## src/rtl/tpu_pkg.sv

```systemverilog
// Shared types and constants for the systolic MAC array and its edge feeders.
package tpu_pkg;

  // Tile sequencing states of one edge feeder.
  typedef enum logic [2:0] {
    IDLE,
    CLEAR,
    FEED,
    DRAIN,
    DONE
  } feeder_state_t;

  // MAC input, multiply and accumulate stages.
  localparam int unsigned MAC_PIPE_DEPTH = 3;

  // Cycles of zero flush after the last operand until every accumulator is final:
  // the farthest PE sits (rows-1)+(cols-1) hops from the injection point.
  function automatic int unsigned drain_len(input int unsigned rows, input int unsigned cols);
    return (rows - 1) + (cols - 1) + MAC_PIPE_DEPTH;
  endfunction

endpackage

```

## src/rtl/skew_delay_line.sv

```systemverilog
// Fixed-depth shift register for one feeder lane; reset zeroes every stage.
module skew_delay_line #(
  parameter int unsigned dataSize = 16,
  parameter int unsigned depth    = 1
) (
  input  logic                clk,
  input  logic                reset,
  input  logic [dataSize-1:0] dataIn,
  output logic [dataSize-1:0] dataOut
);

  logic [dataSize-1:0] stage_q [depth];

  // Shift one stage per cycle; synchronous active-low clear.
  always_ff @(posedge clk) begin
    if (!reset) begin
      for (int k = 0; k < int'(depth); k++) begin
        stage_q[k] <= '0;
      end
    end else begin
      stage_q[0] <= dataIn;
      for (int k = 1; k < int'(depth); k++) begin
        stage_q[k] <= stage_q[k-1];
      end
    end
  end

  assign dataOut = stage_q[depth-1];

endmodule

```

## src/rtl/skew_feeder.sv

```systemverilog
// Edge feeder for the systolic MAC array: accepts operand vectors, skews lane i
// by i+1 registered cycles and sequences clear/enable/done for one tile.
module skew_feeder
  import tpu_pkg::*;
#(
  parameter int unsigned dataSize = 16,
  parameter int unsigned rows     = 4,
  parameter int unsigned cols     = 4,
  parameter int unsigned kWidth   = 8
) (
  input  logic                     clk,
  input  logic                     reset,
  input  logic                     start,
  input  logic [kWidth-1:0]        kLen,
  input  logic                     inValid,
  input  logic [rows*dataSize-1:0] inData,
  output logic                     inReady,
  output logic [rows*dataSize-1:0] laneOut,
  output logic                     enableOut,
  output logic                     clearOut,
  output logic                     busy,
  output logic                     done
);

  localparam int unsigned DrainLen = drain_len(rows, cols);
  localparam int unsigned DrainW   = $clog2(DrainLen + 1);
  localparam logic [DrainW-1:0] DrainLast = DrainW'(DrainLen - 1);

  feeder_state_t state_q, state_d;
  logic [kWidth-1:0] k_q, k_d;
  logic [kWidth-1:0] accept_q, accept_d;
  logic [DrainW-1:0] drain_q, drain_d;
  logic clear_q, clear_d;
  logic enable_q, enable_d;
  logic busy_q, busy_d;
  logic done_q, done_d;

  logic                     transfer;
  logic [rows*dataSize-1:0] inject;

  assign transfer = inValid & inReady;
  // Non-transfer cycles inject zeros so the accumulators hold their value.
  assign inject   = transfer ? inData : '0;

  // State, counters and registered outputs.
  always_ff @(posedge clk) begin
    if (!reset) begin
      state_q  <= IDLE;
      k_q      <= '0;
      accept_q <= '0;
      drain_q  <= '0;
      clear_q  <= 1'b0;
      enable_q <= 1'b0;
      busy_q   <= 1'b0;
      done_q   <= 1'b0;
    end else begin
      state_q  <= state_d;
      k_q      <= k_d;
      accept_q <= accept_d;
      drain_q  <= drain_d;
      clear_q  <= clear_d;
      enable_q <= enable_d;
      busy_q   <= busy_d;
      done_q   <= done_d;
    end
  end

  // Next-state and counter update.
  always_comb begin
    state_d  = state_q;
    k_d      = k_q;
    accept_d = accept_q;
    drain_d  = '0;
    unique case (state_q)
      IDLE: begin
        if (start) begin
          state_d = CLEAR;
          k_d     = kLen;
        end
      end
      CLEAR: begin
        accept_d = '0;
        state_d  = (k_q != '0) ? FEED : DONE;
      end
      FEED: begin
        if (transfer) begin
          accept_d = accept_q + kWidth'(1);
          if (accept_q + kWidth'(1) == k_q) begin
            state_d = DRAIN;
          end
        end
      end
      DRAIN: begin
        drain_d = drain_q + DrainW'(1);
        if (drain_q == DrainLast) begin
          state_d = DONE;
        end
      end
      DONE:    state_d = IDLE;
      default: state_d = IDLE;
    endcase
  end

  // Outputs: inReady is decoded live; the rest are registered from the next state
  // so they line up with the state they describe.
  always_comb begin
    inReady  = (state_q == FEED) && (accept_q < k_q);
    clear_d  = (state_d == CLEAR);
    enable_d = (state_d == FEED) || (state_d == DRAIN);
    busy_d   = (state_d != IDLE);
    done_d   = (state_d == DONE);
  end

  assign clearOut  = clear_q;
  assign enableOut = enable_q;
  assign busy      = busy_q;
  assign done      = done_q;

  for (genvar i = 0; i < int'(rows); i++) begin : g_lane
    skew_delay_line #(
      .dataSize(dataSize),
      .depth   (i + 1)
    ) u_line (
      .clk    (clk),
      .reset  (reset),
      .dataIn (inject[i*dataSize +: dataSize]),
      .dataOut(laneOut[i*dataSize +: dataSize])
    );
  end

endmodule
```

## config.mk

```make
export PLATFORM = sky130hd
export DESIGN_NAME = skew_feeder
export DESIGN_NICKNAME = d
export VERILOG_FILES = /design/src/rtl/tpu_pkg.sv /design/src/rtl/skew_delay_line.sv /design/src/rtl/skew_feeder.sv
export SDC_FILE = /design/constraint.sdc
export NUM_CORES = 1
export LEC_CHECK = 0
export CAP_MARGIN = 20
export CORE_MARGIN = 2
export CORE_UTILIZATION = 50
export DETAILED_ROUTE_END_ITERATION = 10
export GPL_ROUTABILITY_DRIVEN = 0
export GPL_TIMING_DRIVEN = 0
export HOLD_SLACK_MARGIN = 0.03
export PLACE_DENSITY = 0.79
export SLEW_MARGIN = 20
export SYNTH_ARGS = -nofsm -noshare
export SYNTH_HDL_FRONTEND = slang
export SYNTH_HIERARCHICAL = 1
export SYNTH_SLANG_ARGS = --single-unit
```

## constraint.sdc

```tcl
create_clock -name clk -period 3.3 [get_ports clk]
set_input_delay 0.66 -clock clk [delete_from_list [all_inputs] [get_ports clk]]
set_output_delay 0.66 -clock clk [all_outputs]
set_load 0.005 [all_outputs]
```

==> flow_summary.yaml <==
global_routing:
  grt_overflow: 0
  track_usage_pct: 20.26
  grt_pass1_wl_um: 22580
  grt_max_degree: 31
  first_global_vias: 4638
  antenna_found_initial: 0
setup_path:
  reg2reg_from: "accept_q[5]"
  rr_endpoint: "accept_q[4]"
  critPathLaunchType: "register"
  cp.required_ps: 2640
  crit_fanout: 7
  cp_data_arrival_time_ps: 2100
  crit_type: "register to primary output"
  crit_path_end_kind: "primary output"
  rrSetupSlack_ps: 590
  r2r_cells: 7
min_path:
  whs_endpoint: "g_lane[2].u_line/stage_q[0][34]"
  whs_path_depth: 1
  hp-start: "g_lane[2].u_line/stage_q[0][18]"
  hp-class: "register to register"
pwr:
  intPower_mw: 3.682
  switching_share_pct: 23.06
  combPwrFrac_pct: 8.1
  power_frac_clock_pct: 43.7
  leakage_nw: 3.957
  power_switching_mw: 1.103
  power_density_mw_per_mm2: 533.5
  seqPwrFrac_pct: 48.3
  max-vdd-ir-drop_mv: 0.3016
route:
  vias: 4725
  first_pass_iters: 5
  via_per_inst: 4.792
  ant_nets: 0
  drt-total-wl_um: 14170
  drt_iter0_markers: 252
  drcViolationCount: 0
  avgRoutedWirePerCell_um: 14.37
sta:
  rsz0062_at_grt: "no"
  relSlewSlack_pct: 55.28
  max_freq_ghz: 0.3618
  period_share_pct: 83.76
  skew_ps: 7.265
  hold_violations: 0
  period_needed_ps: 2764
  drv_slew: 0
  tightest_slew_ps: 663.7
  fin_setup_tns_ps: 0
  setup_viol: 0
synthesis:
  netlist.area_leader.share_pct: 55.95
  yosysTopAreaCell: "dfxtp_1"
  async_flop_share_pct: 0
  synth_cell_types: 40
  syn_area_mm2: 0.006691
  postSynthNetCount: 721
  ys_ff_latch: 187
  synth_area_leaders: "dfxtp_1 (56%), and2_2 (14%), and3_1 (6.4%)"
  ys_seq_area_share_pct: 55.95
  syn_inst: 634
  syn_area_per_cell_um2: 10.55
  synth_edf_count: 0
  yosysWarningCount: 6
  synth_ff_type: "dfxtp_1"
finish:
  drive_above_1_share_pct: 26.54
  stdcell_count: 986
  final_cell_mix: "dfxtp_1 (186), clkdlybuf4s50_1 (142), and2_2 (129)"
  nets: 884
  synthToLayoutAreaGrowth_pct: 34.07
  diodes: 0
  layout.cells.most_common: "dfxtp_1"
  fill_cells: 980
placed_design:
  dp.cells: 954
  port_buffers: 144
  dp_hpwl_um: 10280
clock_network:
  worst_skew_pair.late_latency_ps: 420
  clkSinkCount: 187
  cts-resized-gates: 0
  cts_root_buf: "clkbuf_16"
  cts_tree: "built"
  clk_pin_slew_ps: 70
  cts_max_level: 4
  clockBufferDepth: 2
  cts_buffers: 17
  cts_setup_buffers: 0
  cts_hold_buf: 0
floorplanning:
  coreArea_mm2: 0.01314
  io_pins: 145
  rows: 42
  die_area_mm2: 0.01432
  die_w_um: 119.7
  initial_utilization_pct: 50.93
  die_h_um: 119.7
outcome:
  status: "finished clean"
run:
  max_cap_viol_count: 0
-- metrics by stage --
stage	hold WS (ps)	power [mW]	setup WS (ps)	area, µm²	util [%]
final	432.0	4.786	535.9	8971	68.29
after global routing	442.5	4.966	387.5	8971	68.29
after CTS	434.9	4.820	58.16	8964	68.23
after detailed placement	419.0	2.741	536.9	8348	63.54
after global placement	415.0	2.728	354.0	8353	63.58
after floorplan	411.9	2.544	963.6	6691	-
-- sequential cells by signal, summed over array words and instances, names as in the netlist --
| register | flops |
|---|---|
| accept_q | 8 |
| busy | 1 |
| clearOut | 1 |
| done | 1 |
| drain_q | 4 |
| enableOut | 1 |
| g_lane.u_line/stage_q | 160 |
| k_q | 8 |
| state_q | 3 |
-- critical path, cell delays in order (launching register included) --
cell            delay (ps)
dfxtp_1                490
ha_1                   310
and4_1                 200
a2111o_1               430
nor2_1                 110
dlymetal6s2s_1         150
-- cell usage after synthesis, drive strengths merged (3+ instances only) --
master and number:
a31oi 4, nand2 21, dfxtp 187, xor2 4, o21ai 3, a311oi 4
buf 37, and2 163, clkbuf 31, nor4 3, ha 11, nand3 10
nor2 10, a21oi 16, o211ai 7, inv 17, and3 68, nand4 4
xnor2 6, nand2b 5, nor3 3
-- metal layers --
layer  GRT usage, %  vias to the layer above  wire length [µm]
met5              0                        -                 0
met4          7.132                        0               210
met3          5.608                       18               745
met2          34.75                      139              6977
met1          24.42                     2200              6232
li1               -                     2368                 -
-- worst max-delay path by stage --
stage | start | to | slack [ps] | depth (start not counted)
finish | accept_q[5] | inReady | 540 | 5
global route | k_q[6] | inReady | 390 | 6
CTS | k_q[6] | inReady | 60 | 6
detailed placement | k_q[6] | inReady | 540 | 6
global placement | reset | state_q[0] | 350 | 5
floorplan | k_q[6] | accept_q[4] | 960 | 8
-- cell type report --
| cell class | instances | area (µm²) | share of cell area [%] |
|---|---|---|---|
| clock inverter | 14 | 186.4 | 2.078 |
| multi-input combinational | 362 | 2466 | 27.49 |
| clock buffer | 18 | 429.2 | 4.784 |
| buffer | 68 | 421.7 | 4.700 |
| inverter | 17 | 63.81 | 0.7113 |
| tap | 176 | 220.2 | 2.455 |
| sequential | 187 | 3745 | 41.74 |
| timing repair buffer | 144 | 1439 | 16.04 |
-- power groups by stage --
stage / Combinational, mW / Sequential [mW] / Clock [mW]
6_report: 0.387 / 2.31 / 2.09
5_1_grt: 0.422 / 2.31 / 2.23
4_1_cts: 0.385 / 2.31 / 2.13
3_5_place_dp: 0.381 / 2.36 / 0
3_3_place_gp: 0.370 / 2.36 / 0
2_1_floorplan: 0.188 / 2.36 / 0
-- kinds of logic after synthesis --
group / Yosys count / share of synthesized area, %
buf+inv: 85 / 7.255
xor+xnor: 10 / 1.309
fa+ha+maj: 11 / 2.057
compound gates: 46 / 4.693
simple gates: 295 / 28.74
flops: 187 / 55.95
(Power assumes the default switching activity.)
